[src/rtl/countdown_timer.sv]
// Settable HH:MM:SS countdown timer driven by the shared 1 Hz strobe.
// Borrows cascade seconds -> minutes -> hours; o_done pulses once on reaching zero.
module countdown_timer #(
  parameter int SEC_MAX  = 60,
  parameter int MIN_MAX  = 60,
  parameter int HOUR_MAX = 24
) (
  input  logic       i_sysclk,
  input  logic       i_reset_n,
  input  logic       i_1hz_stb,
  input  logic       i_load,
  input  logic [4:0] i_load_hours,
  input  logic [5:0] i_load_minutes,
  input  logic [5:0] i_load_seconds,
  input  logic       i_start,
  input  logic       i_pause,
  output logic [4:0] o_hours,
  output logic [5:0] o_minutes,
  output logic [5:0] o_seconds,
  output logic       o_running,
  output logic       o_done
);
  localparam logic [5:0] SEC_TOP  = 6'(SEC_MAX - 1);
  localparam logic [5:0] MIN_TOP  = 6'(MIN_MAX - 1);
  localparam logic [4:0] HOUR_TOP = 5'(HOUR_MAX - 1);

  typedef enum logic [1:0] {IDLE, RUN, PAUSED, EXPIRED} state_t;

  state_t     state, next_state;
  logic       count_zero, count_one, tick, last_tick;
  logic       running_d, done_d;
  logic [4:0] dec_hours;
  logic [5:0] dec_minutes, dec_seconds;

  function automatic logic [5:0] sat6(input logic [5:0] v, input logic [5:0] top);
    return (v > top) ? top : v;
  endfunction

  function automatic logic [4:0] sat5(input logic [4:0] v, input logic [4:0] top);
    return (v > top) ? top : v;
  endfunction

  assign count_zero = (o_hours == '0) && (o_minutes == '0) && (o_seconds == '0);
  assign count_one  = (o_hours == '0) && (o_minutes == '0) && (o_seconds == 6'd1);
  // A strobe only counts if the timer was already running and no load/pause shares the edge
  assign tick       = (state == RUN) && i_1hz_stb && !i_load && !i_pause && !count_zero;
  assign last_tick  = tick && count_one;

  always_comb begin
    dec_hours   = o_hours;
    dec_minutes = o_minutes;
    dec_seconds = o_seconds - 6'd1;
    if (o_seconds == '0) begin
      dec_seconds = SEC_TOP;
      dec_minutes = o_minutes - 6'd1;
      if (o_minutes == '0) begin
        dec_minutes = MIN_TOP;
        dec_hours   = o_hours - 5'd1;
      end
    end
  end

  always_ff @(posedge i_sysclk) begin
    if (!i_reset_n) state <= IDLE;
    else            state <= next_state;
  end

  // Pause outranks start even when both arrive in a state where pause alone does nothing
  always_comb begin
    next_state = state;
    if (i_load) begin
      next_state = IDLE;
    end else if (i_pause) begin
      if (state == RUN) next_state = PAUSED;
    end else if (i_start && (state == IDLE || state == PAUSED) && !count_zero) begin
      next_state = RUN;
    end else if (last_tick) begin
      next_state = EXPIRED;
    end
  end

  always_comb begin
    running_d = (next_state == RUN);
    done_d    = last_tick;
  end

  always_ff @(posedge i_sysclk) begin
    if (!i_reset_n) begin
      o_running <= 1'b0;
      o_done    <= 1'b0;
    end else begin
      o_running <= running_d;
      o_done    <= done_d;
    end
  end

  // Count fields clear on reset too, so a reset mid-count reads back 00:00:00
  always_ff @(posedge i_sysclk) begin
    if (!i_reset_n) begin
      o_hours   <= '0;
      o_minutes <= '0;
      o_seconds <= '0;
    end else if (i_load) begin
      o_hours   <= sat5(i_load_hours, HOUR_TOP);
      o_minutes <= sat6(i_load_minutes, MIN_TOP);
      o_seconds <= sat6(i_load_seconds, SEC_TOP);
    end else if (tick) begin
      o_hours   <= dec_hours;
      o_minutes <= dec_minutes;
      o_seconds <= dec_seconds;
    end
  end
endmodule
[config.mk]
export PLATFORM = sky130hd
export DESIGN_NAME = countdown_timer
export DESIGN_NICKNAME = d
export VERILOG_FILES = /design/src/rtl/countdown_timer.sv
export SDC_FILE = /design/constraint.sdc
export NUM_CORES = 1
export LEC_CHECK = 0
export CORE_MARGIN = 2
export CORE_UTILIZATION = 26
export CTS_BUF_LIST = sky130_fd_sc_hd__clkbuf_8
export CTS_CLUSTER_SIZE = 25
export DETAILED_ROUTE_END_ITERATION = 16
export PLACE_DENSITY_LB_ADDON = 0.3
export SLEW_MARGIN = 40
export SYNTH_ARGS = -nofsm -noshare
export SYNTH_HDL_FRONTEND = slang
export SYNTH_SLANG_ARGS = --single-unit
[constraint.sdc]
create_clock -name i_sysclk -period 1.75 [get_ports i_sysclk]
set_input_delay 0.2625 -clock i_sysclk [delete_from_list [all_inputs] [get_ports i_sysclk]]
set_output_delay 0.2625 -clock i_sysclk [all_outputs]
set_load 0.01 [all_outputs]
Yosys cells after proc, flatten, opt, wreduce, memory -nomap -nowiden
Cells that the tools add are included.

word-level totals
  bits in registers = 21
  input port bits = 23
  output and inout port bits = 19
  word-level logic and storage cells = 58

operators by class
  add/subtract/negate cells = 3
  $lt $le $gt $ge = 3
  eq/ne operators = 4
  muxes and demuxes = 19
  reductions and logical operators = 23

operators with widths
  kind                                                                    count
  6-bit 2-to-1 mux                                                        9
  5-bit 2-to-1 mux                                                        5
  6-bit > comparator (second input constant)                              2
  6-bit zero test                                                         2
  6-bit by 1-bit subtractor with 6-bit output (second input constant)     2
  1-bit logical AND                                                       10
  2-bit 2-to-1 mux                                                        5
  6-bit by 1-bit equality test with 1-bit output (second input constant)  1
  2-bit nonzero test                                                      3
  5-bit > comparator (second input constant)                              1
  5-bit zero test                                                         1
  5-bit by 1-bit subtractor with 5-bit output (second input constant)     1
  2-bit by 1-bit equality test with 1-bit output (second input constant)  2
  1-bit zero test                                                         3
  3-bit AND reduction                                                     1
  2-bit equality test (second input constant)                             1
  2-bit zero test                                                         1
  2-bit AND reduction                                                     1
  1-bit logical OR                                                        1

Depth between registers and ports, before layout
  depth after elaboration = 11
  depth in mapped cells = 8
  depth with buffers taken out = 7

Worst setup path before layout
OpenSTA, ideal clock, no wires.

  path kind = flip-flop to flip-flop
  from = register o_minutes[0]
  to = register o_running
  library setup time = 0.120 ns
  data arrival time = 1.882 ns
  data required time = 1.630 ns
  path slack = -0.252 ns
  stages on the path, launching flop included = 8
  buffers on the path = 0
  period minus slack after synthesis = 2.002 ns
  path through = dfxtp_1 inv_1 ha_1 or4b_4 and4bb_1 and4b_1 a211oi_1 o31a_1

on the way
  longest elaborated chain between the ends = 11
  elaborated cells on any way between the ends = 13
  those cells by class = 1 x eq/ne; 4 x mux; 8 x reduce/logical

RTL lines
  what                                                line    text
  start: declaration                                  18      output logic [5:0] o_minutes,
  start signal: assignment                            105     o_minutes <= sat6(i_load_minutes, MIN_TOP);
  start signal: assignment                            109     o_minutes <= dec_minutes;
  6-bit zero test (*)                                 43, 44
  1-bit logical AND (*)                               43, 44
  1-bit logical AND                                   43      assign count_zero = (o_hours == '0) && (o_minutes == '0) && (o_seconds == '0);
  1-bit zero test                                     46, 75
  1-bit logical AND                                   46      assign tick = (state == RUN) && i_1hz_stb && !i_load && !i_pause && !count_zero;
  1-bit logical AND                                   47      assign last_tick = tick && count_one;
  2-bit 2-to-1 mux                                    77      end else if (last_tick) begin
  2-bit 2-to-1 mux (*)                                75      end else if (i_start && (state == IDLE || state == PAUSED) && !count_zero) begin
  2-bit 2-to-1 mux (*)                                73      end else if (i_pause) begin
  2-bit 2-to-1 mux (*)                                71      if (i_load) begin
  2-bit by 1-bit equality test with 1-bit output (*)  83      running_d = (next_state == RUN);
  end signal: assignment                              92      o_running <= running_d;
  end: declaration                                    20      output logic o_running,

Every way passes the cells marked *; elsewhere a longest branch is shown, timed or not.
A chain may end at the register's enable or synchronous reset.

Worst setup path after layout
Same ends and word-level chain as after synthesis.

==> implementation parameters <==
Parameter                              Value

Outcome
  Outcome ... finished with violations
  Failing checks ... setup timing

Finish
  Total inserted antenna cells ... 0
  Count of fill cells added during filler insertion ... between 500 and 600
  Net count of the finished layout ... 286
  Layout Utilization ... between 40% and 50%
  Share of final-layout standard cells stronger than drive strength 1 ... between 30% and 40%
  Layout Area Growth over Synthesis ... 81.4%
  Most used cells in the layout excluding fill and tap cells ... buf_4 (47), clkdlybuf4s50_1 (41), a21oi_1 (17)
  Most common cell after layout, fill and taps aside ... buf_4
  Final instance count without filler cells ... 327
  Flip-flop and latch area ... 429 sq um
  Area used by multi-input combinational logic ... 0.00103 sq mm

Timing
  Crit path time final ... 2.00 ns
  Post-route setup TNS ... -1.89 ns
  Final clock period utilization by the worst path ... 114%
  Actual transition at the worst max-transition pin ... 0.536 ns
  Hold Fails Final Rpt ... 0
  Max Fclk ... 500 MHz
  Final number of max-transition violations ... 0
  Skew final ... 0.00346 ns
  Minimum hold slack ... approximately 0.55 ns
  Finish-stage setup viols ... 16
  Final setup margin ... -0.251 ns
  Unrepaired setup endpoints after global routing ... true
  Tightest slew margin relative to the limit ... 63.9%

Floorplan
  Area enclosed by the die boundary ... 0.00584 sq mm
  Horizontal die dimension ... around 76 um
  Number of top-level design ports ... 42
  Num rows ... 26
  Initial Utilization ... 26.9%
  Core area ... 0.00507 sq mm
  Vertical die dimension ... 76.4 um

GRT
  Via count of the first global-routing pass ... 1493
  Combined global-route utilization of all metal layers ... 15.1%
  Wire length of the first global-routing pass ... 7220 um
  Initial antenna violation count ... 0
  Total congestion overflow after global routing ... 0
  Largest net degree at the start of global routing ... 18

Yosys
  Seq/Total Area, Yosys ... 30.8%
  Number of enable-type register cells in the synthesized netlist ... 0
  Post-synth top area cell ... dfxtp_1
  Most area-consuming cells after synthesis ... dfxtp_1 (31%), a21oi_1 (6.6%), ha_1 (4.6%), nand3_1 (3.7%), inv_1 (3.3%)
  Synthesized-area fraction occupied by adder cells ... under 10%
  Post-synthesis compound-gate area fraction ... 28.3%
  Mapped Nets ... ~200
  Proportion of synthesized flip-flops having asynchronous set or reset ... 0%
  Total of warnings raised by yosys ... 0
  Flop and latch count out of synthesis ... 21
  Syn Std Cell Area ... roughly 0.0014 sq mm
  Xor/xnor cell area share of the yosys netlist ... 2.57%
  Library cells used by synthesis ... between 50 and 60
  Share of synthesized area spent on multiplexers ... 0%
  Share of Yosys cell area claimed by the top area cell type ... 30.8%
  Cells after Synth ... 168
  Post-Synth Simple-Gate Area ... 28.2%
  Most used DFF post-synth ... dfxtp_1
  Dominant combinational cell family by area after synthesis ... compound AO/OA/AOI/OAI gates
  Mean instance size in the synthesized netlist ... 8.12 sq um

Power
  Max IR drop VDD ... 0.285 mV
  Switching share of power ... between 30% and 40%
  Psw ... 464 uW
  PD cells ... 589 mW/mm^2
  Cell internal power dissipation ... 993 uW
  Power share of the sequential group ... 37.1%
  Clock share of power ... 22.8%
  Gate power share ... 40.0%
  Static Leakage ... just under 0.001 uW

Worst setup path
  Critical path cell sequence ... inv_4 -> ha_4 -> or4b_4 -> and4bb_1 -> and4b_1 -> a211oi_2 -> o31a_1
  Critical path's largest stage delay ... about 0.50 ns
  Critical path capture point type ... flip-flop
  Start-to-end type of the worst setup path ... flip-flop to flip-flop
  Worst path arrival time ... 2.16 ns
  Data required time at the worst endpoint ... 1.91 ns
  Crit Path Max Fanout ... 4
  Worst path slowest cell ... or4b_4
  Kind of launch point of the worst setup path ... flip-flop

Clock tree
  TritonCTS sink count ... 21
  Number of buffers inserted during clock tree synthesis ... 3
  Clock Tree Root ... clkbuf_8
  Largest buffer count on any clock path ... 2
  Clock tree from TritonCTS ... yes
  Clock latency on the worst-skew pair ... 0.27 ns
  Number of levels the H-tree was split into ... 1
  CTS Hold Buffers Added ... 0
  Clock-pin slew on the worst setup and hold paths ... 0.08 ns

Placed design
  Number of cells after detailed placement ... 316
  Worst setup timing slack at the placement stage ... -0.219 ns
  DP HPWL ... between 3000 and 4000 um
  Routability cong. ... about 0.85
  Port-buffer cells ... 41

Drt
  Aggregate routed wire length ... 4570 um
  Number of iterations in the first detailed-routing pass ... 4
  Routed via count divided by cell count ... 5.02
  Detailed-route via count ... approximately 1600
  Number of DRC markers in iteration 0 ... 79
  DRC errors left ... 0
  Average detailed-routed wire length per instance ... approximately 14 um
  Final ANT Viol Nets ... 0

Min path
  Hold crit path type ... flip-flop to flip-flop

Flow run
  # Max-Cap Violations ... 0
[final cells by class]
type	instances	share of cell area, %
multi-input cells	127	41.8
repair buffers	93	33.5
flip-flops and latches	21	17.3
well taps	70	3.54
inverters	12	1.92
clock buffers	3	1.67
clock inverters	1	0.202
[synth_stat cells, drive strengths merged (4+ instances only)]
master,instances
dfxtp,21
a31oi,4
nand2,12
nor3,4
a211oi,4
nand3,10
o21ai,10
a21oi,18
clkbuf,7
inv,12
nor2,10
nor4,5
ha,5
[metrics by stage]
step                      instance area (sq um)  power (uW)
final                                      2470        1460
after global routing                       2470        1540
after CTS                                  2290        1400
after detailed placement                   2210        1050
after global placement                     2210        1040
after floorplan                            1390         772
[power by group through the flow]
stage          sequential (uW)  combinational (uW)  clock, uW
6_report                   541                 583        333
5_1_grt                    544                 634        360
4_1_cts                    537                 521        343
3_5_place_dp               546                 499          0
3_3_place_gp               546                 495          0
2_1_floorplan              572                 201          0
[registers in the layout (all words and copies together), names as in the netlist]
name,flops
o_seconds,6
state,2
o_done,1
o_minutes,6
o_hours,5
o_running,1
[metal layers]
| metal | wire (um) | up-vias | track usage [%] |
|---|---|---|---|
| met1 | 2130 | 770 | 19.5 |
| li1 | - | 823 | - |
| met4 | 55 | 0 | 3.64 |
| met3 | 172 | 5 | 3.44 |
| met5 | 0 | - | 0 |
| met2 | 2210 | 43 | 25.5 |
[worst paths after layout]
check	from	endpoint	slack, ns	depth (start not counted)
worst max-delay path	o_minutes[0]	o_running	-0.25	7
worst min-delay path	state[1]	state[0]	0.55	2
worst max register to register	o_minutes[0]	o_running	-0.25	7
worst min register to register	state[1]	state[0]	0.55	2
[cell families after synthesis]
| group | Yosys count |
|---|---|
| adders and majority gates | 5 |
| DFF | 21 |
| AOI/OAI and AO/OA | 57 |
| xor gates and xnor gates | 4 |
| buffers and inverters | 20 |
| and+or+nand+nor | 61 |
[worst max-delay path: cells and delay by family (launching register included)]
| family | cells | cell delay [ns] |
|---|---|---|
| flip-flops | 1 | 0.36 |
| buffers and inverters | 1 | 0.06 |
| adder cells (fa/ha/maj) | 1 | 0.11 |
| AO/OA/AOI/OAI | 2 | 0.29 |
| AND/OR/NAND/NOR | 3 | 1.07 |
[repair_timing]
action                                  CTS  global route
pin swaps                                 3            12
endpoints found under the setup margin   16            21
gates cloned                              0             0
gates resized for setup                   4            29
hold endpoints to repair                  0             0
buffers inserted                          2             6
Note: power is estimated with default switching activity, not from simulation.
